`src/rtl/vga_sync_decoder.sv`:
```
`default_nettype none
// ============================================================================
// Module   : vga_sync_decoder
// Purpose  : Recovers pixel position, visible window and frame boundaries from
//            active-low hsync/vsync, checks every sync edge against the
//            expected timing and reports lock and timing violations.
// Revision : 1.0 - initial release
// ============================================================================
module vga_sync_decoder #(
  parameter int H_VISIBLE = 640,
  parameter int H_FRONT   = 16,
  parameter int H_SYNC    = 96,
  parameter int H_BACK    = 48,
  parameter int V_VISIBLE = 480,
  parameter int V_FRONT   = 10,
  parameter int V_SYNC    = 2,
  parameter int V_BACK    = 33
) (
  input  logic       clk_i,
  input  logic       rst_i,
  input  logic       hsync_i,
  input  logic       vsync_i,
  output logic [9:0] position_x_o,
  output logic [9:0] position_y_o,
  output logic       visible_o,
  output logic       locked_o,
  output logic       frame_start_o,
  output logic       sync_err_o,
  output logic [7:0] err_count_o
);

  localparam int H_TOTAL  = H_VISIBLE + H_FRONT + H_SYNC + H_BACK;
  localparam int HS_START = H_VISIBLE + H_FRONT;
  localparam int HS_END   = HS_START + H_SYNC;
  localparam int V_TOTAL  = V_VISIBLE + V_FRONT + V_SYNC + V_BACK;
  localparam int VS_START = V_VISIBLE + V_FRONT;
  localparam int VS_END   = VS_START + V_SYNC;

  localparam logic [9:0] X_LAST       = 10'(H_TOTAL - 1);
  localparam logic [9:0] X_HS_START   = 10'(HS_START);
  localparam logic [9:0] X_HS_PRE     = 10'(HS_START - 1);
  localparam logic [9:0] X_HS_END_PRE = 10'(HS_END - 1);
  localparam logic [9:0] X_VIS        = 10'(H_VISIBLE);
  localparam logic [9:0] Y_LAST       = 10'(V_TOTAL - 1);
  localparam logic [9:0] Y_VS_START   = 10'(VS_START);
  localparam logic [9:0] Y_VS_PRE     = 10'(VS_START - 1);
  localparam logic [9:0] Y_VS_END_PRE = 10'(VS_END - 1);
  localparam logic [9:0] Y_VIS        = 10'(V_VISIBLE);

  typedef enum logic [1:0] {
    SEARCH  = 2'd0,
    H_ALIGN = 2'd1,
    V_ALIGN = 2'd2,
    LOCKED  = 2'd3
  } state_t;

  state_t      state_q, state_d;
  logic        hs_q, vs_q;
  logic [9:0]  x_q, x_d;
  logic [9:0]  y_q, y_d;
  logic        locked_q;
  logic        sync_err_q;
  logic [7:0]  err_count_q, err_count_d;
  logic        viol;

  // Edge detection against the one-cycle sync history.
  logic hs_fall, hs_rise, vs_fall, vs_rise;
  assign hs_fall = hs_q & ~hsync_i;
  assign hs_rise = ~hs_q & hsync_i;
  assign vs_fall = vs_q & ~vsync_i;
  assign vs_rise = ~vs_q & vsync_i;

  // Position qualifiers used by the edge checks.
  logic x_at_last, x_at_hs_pre, x_at_hs_end_pre, y_at_vs_pre, y_at_vs_end_pre;
  assign x_at_last       = (x_q == X_LAST);
  assign x_at_hs_pre     = (x_q == X_HS_PRE);
  assign x_at_hs_end_pre = (x_q == X_HS_END_PRE);
  assign y_at_vs_pre     = (y_q == Y_VS_PRE);
  assign y_at_vs_end_pre = (y_q == Y_VS_END_PRE);

  // Grouped violation terms; which groups apply depends on the state.
  logic hs_bad, vs_x_bad, vs_y_bad, edge_missing;
  assign hs_bad       = (hs_fall & ~x_at_hs_pre) | (hs_rise & ~x_at_hs_end_pre);
  assign vs_x_bad     = (vs_fall | vs_rise) & ~x_at_last;
  assign vs_y_bad     = (vs_fall & ~y_at_vs_pre) | (vs_rise & ~y_at_vs_end_pre);
  assign edge_missing = (x_at_hs_pre & ~hs_fall) |
                        (x_at_last & y_at_vs_pre & ~vs_fall);

  // Position counters: sync falls realign, otherwise free-run with wrap.
  always_comb begin
    x_d = (x_q == X_LAST) ? 10'd0 : x_q + 10'd1;
    y_d = y_q;
    if (hs_fall) begin
      x_d = X_HS_START;
    end
    if (vs_fall) begin
      y_d = Y_VS_START;
    end else if (x_at_last) begin
      y_d = (y_q == Y_LAST) ? 10'd0 : y_q + 10'd1;
    end
  end

  // Lock FSM: state-dependent violation detection and next state.
  always_comb begin
    state_d = state_q;
    viol    = 1'b0;
    case (state_q)
      SEARCH: begin
        if (hs_fall) state_d = H_ALIGN;
      end
      H_ALIGN: begin
        viol = hs_bad | vs_x_bad;
        if (viol)         state_d = SEARCH;
        else if (vs_fall) state_d = V_ALIGN;
      end
      V_ALIGN: begin
        viol = hs_bad | vs_x_bad | vs_y_bad;
        if (viol)         state_d = SEARCH;
        else if (vs_fall) state_d = LOCKED;
      end
      LOCKED: begin
        viol = hs_bad | vs_x_bad | vs_y_bad | edge_missing;
        if (viol) state_d = SEARCH;
      end
      default: state_d = SEARCH;
    endcase
  end

  // Saturating violation counter; simultaneous violations count once.
  always_comb begin
    err_count_d = err_count_q;
    if (viol && (err_count_q != 8'hFF)) begin
      err_count_d = err_count_q + 8'd1;
    end
  end

  // State, history, counters and status registers.
  always_ff @(posedge clk_i) begin
    if (rst_i) begin
      state_q     <= SEARCH;
      hs_q        <= 1'b1;
      vs_q        <= 1'b1;
      x_q         <= 10'd0;
      y_q         <= 10'd0;
      locked_q    <= 1'b0;
      sync_err_q  <= 1'b0;
      err_count_q <= 8'd0;
    end else begin
      state_q     <= state_d;
      hs_q        <= hsync_i;
      vs_q        <= vsync_i;
      x_q         <= x_d;
      y_q         <= y_d;
      locked_q    <= (state_d == LOCKED);
      sync_err_q  <= viol;
      err_count_q <= err_count_d;
    end
  end

  assign position_x_o  = x_q;
  assign position_y_o  = y_q;
  assign locked_o      = locked_q;
  assign sync_err_o    = sync_err_q;
  assign err_count_o   = err_count_q;
  assign visible_o     = locked_q & (x_q < X_VIS) & (y_q < Y_VIS);
  assign frame_start_o = locked_q & (x_q == 10'd0) & (y_q == 10'd0);

endmodule
`default_nettype wire
```
`config.mk`:
```
export PLATFORM = sky130hd
export DESIGN_NAME = vga_sync_decoder
export DESIGN_NICKNAME = d
export VERILOG_FILES = /design/src/rtl/vga_sync_decoder.sv
export SDC_FILE = /design/constraint.sdc
export NUM_CORES = 1
export LEC_CHECK = 0
export BUFFER_PORTS_ARGS = -buffer_cell sky130_fd_sc_hd__buf_4
export CAP_MARGIN = 20
export CORE_ASPECT_RATIO = 2
export CORE_MARGIN = 2
export CORE_UTILIZATION = 35
export CTS_BUF_LIST = sky130_fd_sc_hd__clkbuf_16
export CTS_CLUSTER_SIZE = 8
export DETAILED_ROUTE_END_ITERATION = 8
export PLACE_DENSITY = 0.58
export SLEW_MARGIN = 15
export SYNTH_ARGS = -nofsm -noshare
export SYNTH_HDL_FRONTEND = slang
export SYNTH_SLANG_ARGS = --single-unit
```
`constraint.sdc`:
```
create_clock -name clk_i -period 3.1 [get_ports clk_i]
set_clock_uncertainty 0.2 [all_clocks]
set_input_delay 0.62 -clock clk_i [delete_from_list [all_inputs] [get_ports clk_i]]
set_output_delay 0.62 -clock clk_i [all_outputs]
set_load 0.02 [all_outputs]
```
After elaboration in Yosys (flattened, before gate mapping)
Cells that the tools add are included.
{ "op_classes": {"n_addsub": 3, "n_lt_le_gt_ge": 2, "eq_ne": 11, "n_mux": 13, "bitwise_logic": 34, "n_reduce_logical": 7} }
{ "op_table": {"columns": ["operator", "count"], "rows": [
  ["10-bit == test (second input constant)", 4],
  ["10-bit 2-to-1 mux", 3],
  ["10-bit by 1-bit adder with 10-bit output (second input constant)", 2],
  ["10-bit by 9-bit == test with 1-bit output (second input constant)", 2],
  ["10-bit zero test", 2],
  ["9-bit 2-to-1 mux", 2],
  ["1-bit AND", 16],
  ["2-bit 2-to-1 mux", 6],
  ["1-bit NOT", 11],
  ["10-bit less-than comparator (second input constant)", 1],
  ["10-bit by 9-bit less-than comparator with 1-bit output (second input constant)", 1],
  ["8-bit by 1-bit adder with 8-bit output (second input constant)", 1],
  ["8-bit inequality test (second input constant)", 1],
  ["2-bit case mux with 4 select lines", 1],
  ["1-bit OR", 7],
  ["2-bit == test (second input constant)", 3],
  ["1-bit case mux with 3 select lines", 1],
  ["3-bit OR reduction", 1],
  ["2-bit by 1-bit == test with 1-bit output (second input constant)", 1],
  ["2-bit zero test", 1],
  ["2-bit nonzero test", 1],
  ["2-bit OR reduction", 1],
  ["1-bit logical AND", 1]
]} }
{ "word_totals": {"register_bits": 34, "input_bits": 4, "out_inout_bits": 32, "elab_cells": 80} }

Depth between registers and ports, before layout
{ "logic_depth": {"depth_word": 10, "ltp_mapped": 9, "mapped_depth_nobuf": 8} }

Least setup slack after synthesis
No wires, ideal clock.
{ "synth_timing": {"kind": "reg-to-output", "start": "register y_q[3] (netlist: position_y_o[3])", "end": "output frame_start_o", "t_arrival_ns": 1.898, "required_time_ns": 2.280, "setup_slack_ns": 0.382, "path_stages_with_launch": 5, "path_buffers": 0, "cell_sequence": "dfxtp_1 or4_1 nor3_1 nand4b_1 nor4_1"} }
{ "synth_via": {"elab_chain_cells": 2} }
{ "synth_rtl": {"columns": ["item", "line", "text"], "rows": [
  ["start, declared", "60", "logic [9:0] y_q, y_d;"],
  ["start signal, assigned", "153", "y_q <= y_d;"],
  ["10-bit zero test", "166", "assign frame_start_o = locked_q & (x_q == 10'd0) & (y_q == 10'd0);"],
  ["1-bit AND", "166", null],
  ["end, declared", "27", "output logic frame_start_o,"]
]} }
Every way passes these cells.

Worst setup path in the final report
Same ends and word-level chain as after synthesis.

==> results.yml <==
routing:
  highest-signal-layer: "met4"
  dr_wl_met2_um: 2540
  routed_wl_um: 4440
  avgViaCountPerCell: 5.36
  wl_met1_um: 1690
  vias: 1657
  drc: 0
  route.met3.wl_um: 149
  wl_per_cell_um: 14.4
  ant_nets: 0
  drt-pass1-iter-count: 4
  drt_iter0_drc: 51
yosys:
  avgSynthCellArea_um2: 8.70
  synth_seq_cells: 34
  synth_compound_area_share_pct: 14.2
  syn_nets: 226
  synthArstFlopShare_pct: 0
  synth-xor-area-share_pct: 7.06
  synthCells: 214
  synth_top_cell_area_share_pct: 36.6
  synth_top_family_by_area: "simple AND/OR/NAND/NOR gates"
  synthTopCellsByArea: "dfxtp_1 (37%), ha_1 (5.4%), nor2_1 (5.2%), nand3_1 (4.0%), xnor2_1 (3.8%)"
  yosysSeqAreaShare_pct: 36.6
  synth_edf_count: 0
  ys_warn_count: 0
  synth_area_um2: 1860
  synth.distinct_cells: 46
  synthMuxAreaShare_pct: 0.538
  synthSimpleGateAreaFrac_pct: 32.0
  synth_fa_ha_area_share_pct: 5.38
  synth_ff_type: "dfxtp_1"
  yosys.area.top_type: "dfxtp_1"
die:
  die_area_um2: 5950
  die_h_um: 107
  ios: 36
  die_w_um: 55.6
  initial_core_util_pct: 36.2
  core-area_um2: 5140
  num_rows: 37
worst_setup_path:
  path_buf_inv: 1
  path_cells: "or4_1 > nor3_1 > nand4b_1 > nor4_1 > buf_4"
  slowest_delay_ns: 0.53
  arrival_ns: 2.06
  cp-start-kind: "register"
  cp.required_ns: 2.28
  r2r_end: "err_count_o[1]$_SDFFE_PP0P_"
  r2r_cells: 8
  slowest_stage: "or4_1"
  endpoint_kind: "output pin"
  crit_family: "simple AND/OR/NAND/NOR gates"
  reg2reg_from: "position_x_o[0]$_SDFF_PP0_"
  critical_path_class: "reg2out"
  ff2ff_setup_slack_ns: 0.54
  cp_max_fo: 8
finish:
  num-fill-cells: 523
  drive_above_1_share_pct: 23.5
  area_delta_synth_final_pct: 23.4
  n_antenna_cell: 0
  final_cells: 309
  final_nets: 262
  post-route-util_pct: 44.7
cts:
  htreeDepth: 2
  cts-root-buf: "clkbuf_16"
  clock_path_buffers: 2
  cts_tree: "built"
  cts_resized: 0
  clk_latency_ns: 0.27
  cts_setup_buffers: 0
  clk_pin_slew_ns: 0.05
  cts_num_sinks: 34
  holdBufCountCts: 0
  cts_buffers: 5
min_path:
  hold_end: "err_count_o[6]$_SDFFE_PP0P_"
  hp-class: "reg2reg"
  hold_path_depth: 1
  hold_start: "err_count_o[6]$_SDFFE_PP0P_"
placement:
  gp_congestion: 0.789
  hpwl_um: 3350
  portBuffers: 35
  dp.cells: 301
grt:
  grt_max_degree: 27
  first_global_vias: 1575
  grt_pass1_wl_um: 7580
  grt_usage_pct: 16.0
  antenna_found_initial: 0
  overflow: 0
timing:
  slew_violations: 0
  rsz0062_at_grt: "no"
  maxSlewHeadroom_pct: 65.0
  final.period_utilization_pct: 93.0
  fin_crit_ns: 2.88
  tightest_slew_ns: 0.520
  setup_viol: 0
  fmax_mhz: 347
  tns_ns: 0
  hold_viol: 0
flow_run:
  cap_violations: 0
power_and_ir_drop:
  vdd_drop_max_mv: 0.352
  power_density_nw_per_um2: 463
  leakage_uw: 0.000916
outcome:
  outcome: "completed"
==> metrics by stage <==
stage          hold WS [ns]  area [µm²]  setup WS [ns]  total power (µW)
2_1_floorplan         0.297        1860          0.382               564
3_3_place_gp          0.277        2160          0.454               602
3_5_place_dp          0.272        2160          0.438               603
4_1_cts               0.290        2300          0.181              1080
5_1_grt               0.319        2300         0.0501              1120
6_report              0.282        2300          0.216              1060
==> power by group <==
part / leakage (µW) / internal, µW / switching (µW) / total, µW
combinational: 0.000571 / 49.9 / 64.6 / 114
clock: 0.0000672 / 293 / 178 / 470
sequential: 0.000278 / 453 / 24.9 / 478
total: 0.000916 / 796 / 267 / 1060
==> cell usage after synthesis (2+ instances only) <==
library cell,instances
nor2_1,26
xnor2_1,8
buf_6,3
nor2b_1,4
o21ai_0,7
a21oi_1,10
nand3_1,15
clkbuf_1,3
nor4_1,5
nand4b_1,3
ha_1,8
nand2_1,17
a22oi_2,2
nand2b_1,2
and4_1,2
or3_1,5
nand4_1,3
nor3_1,5
or2_2,2
inv_1,8
a21boi_0,2
dfxtp_1,34
and3_1,7
xor2_1,7
a211oi_1,5
==> layout make-up <==
class                   instances  area, µm²  share of cell area [%]
multi-input cells             165       1100                    48.0
inverters                       8       30.0                    1.31
well taps                      58       72.6                    3.16
clock buffers                   5        125                    5.45
repair buffers                 36        270                    11.8
flip-flops and latches         34        681                    29.6
clock inverters                 3       16.3                   0.708
==> state kept, by name, indices dropped and copies added (netlist names) <==
name	flops
sync_err_o	1
position_x_o	10
hs_q	1
state_q	2
err_count_o	8
vs_q	1
locked_o	1
position_y_o	10
==> cell families after synthesis <==
logic type / after synthesis
AO/OA/AOI/OAI: 35
XOR/XNOR: 15
adder cells (fa/ha/maj): 8
buffers and inverters: 15
flip-flops: 34
multiplexers: 1
AND/OR/NAND/NOR: 106
==> layout by cell type, fill, tap and decap left out, types with 3 or more instances in the layout <==
cell type / Yosys / final
ha_1: 8 / 8
nand4b_1: 3 / 3
nand4_1: 3 / 3
nand3_1: 15 / 15
a211oi_1: 5 / 5
dfxtp_1: 34 / 34
nor4_1: 5 / 5
nand2_1: 17 / 17
clkbuf_16: 0 / 5
xor2_1: 7 / 7
and3_1: 7 / 7
nor2b_1: 4 / 4
inv_1: 8 / 8
nor2_1: 26 / 26
nor3_1: 5 / 5
o21ai_0: 7 / 7
a21oi_1: 10 / 10
xnor2_1: 8 / 8
buf_4: 0 / 36
or3_1: 5 / 5
==> how the worst max path moves through the flow <==
stage	start	to	slack (ns)	cells after the start
after floorplan	position_y_o[3]$_SDFFE_PP0P_	frame_start_o	0.38	4
after global placement	vsync_i	err_count_o[1]$_SDFFE_PP0P_	0.45	9
after detailed placement	vsync_i	err_count_o[1]$_SDFFE_PP0P_	0.44	9
after CTS	position_y_o[3]$_SDFFE_PP0P_	frame_start_o	0.18	5
after global routing	position_y_o[3]$_SDFFE_PP0P_	frame_start_o	0.05	5
final	position_y_o[3]$_SDFFE_PP0P_	frame_start_o	0.22	5
==> worst register-to-register path, stage by stage, from the launching register on <==
cell and delay, ns:
dfxtp_1 0.40, ha_1 0.23, and4_4 0.27, and4_1 0.28, o221ai_4 0.14, nand2b_1 0.20, a22oi_2 0.43, mux2i_1 0.24
nor2_1 0.05
==> routing by layer <==
layer,vias to the layer above,global-route usage [%]
li1,835,-
met1,784,17.3
met2,33,30.4
met3,5,2.90
met4,0,5.40
met5,-,0
Power figures use the tool's default switching activity.
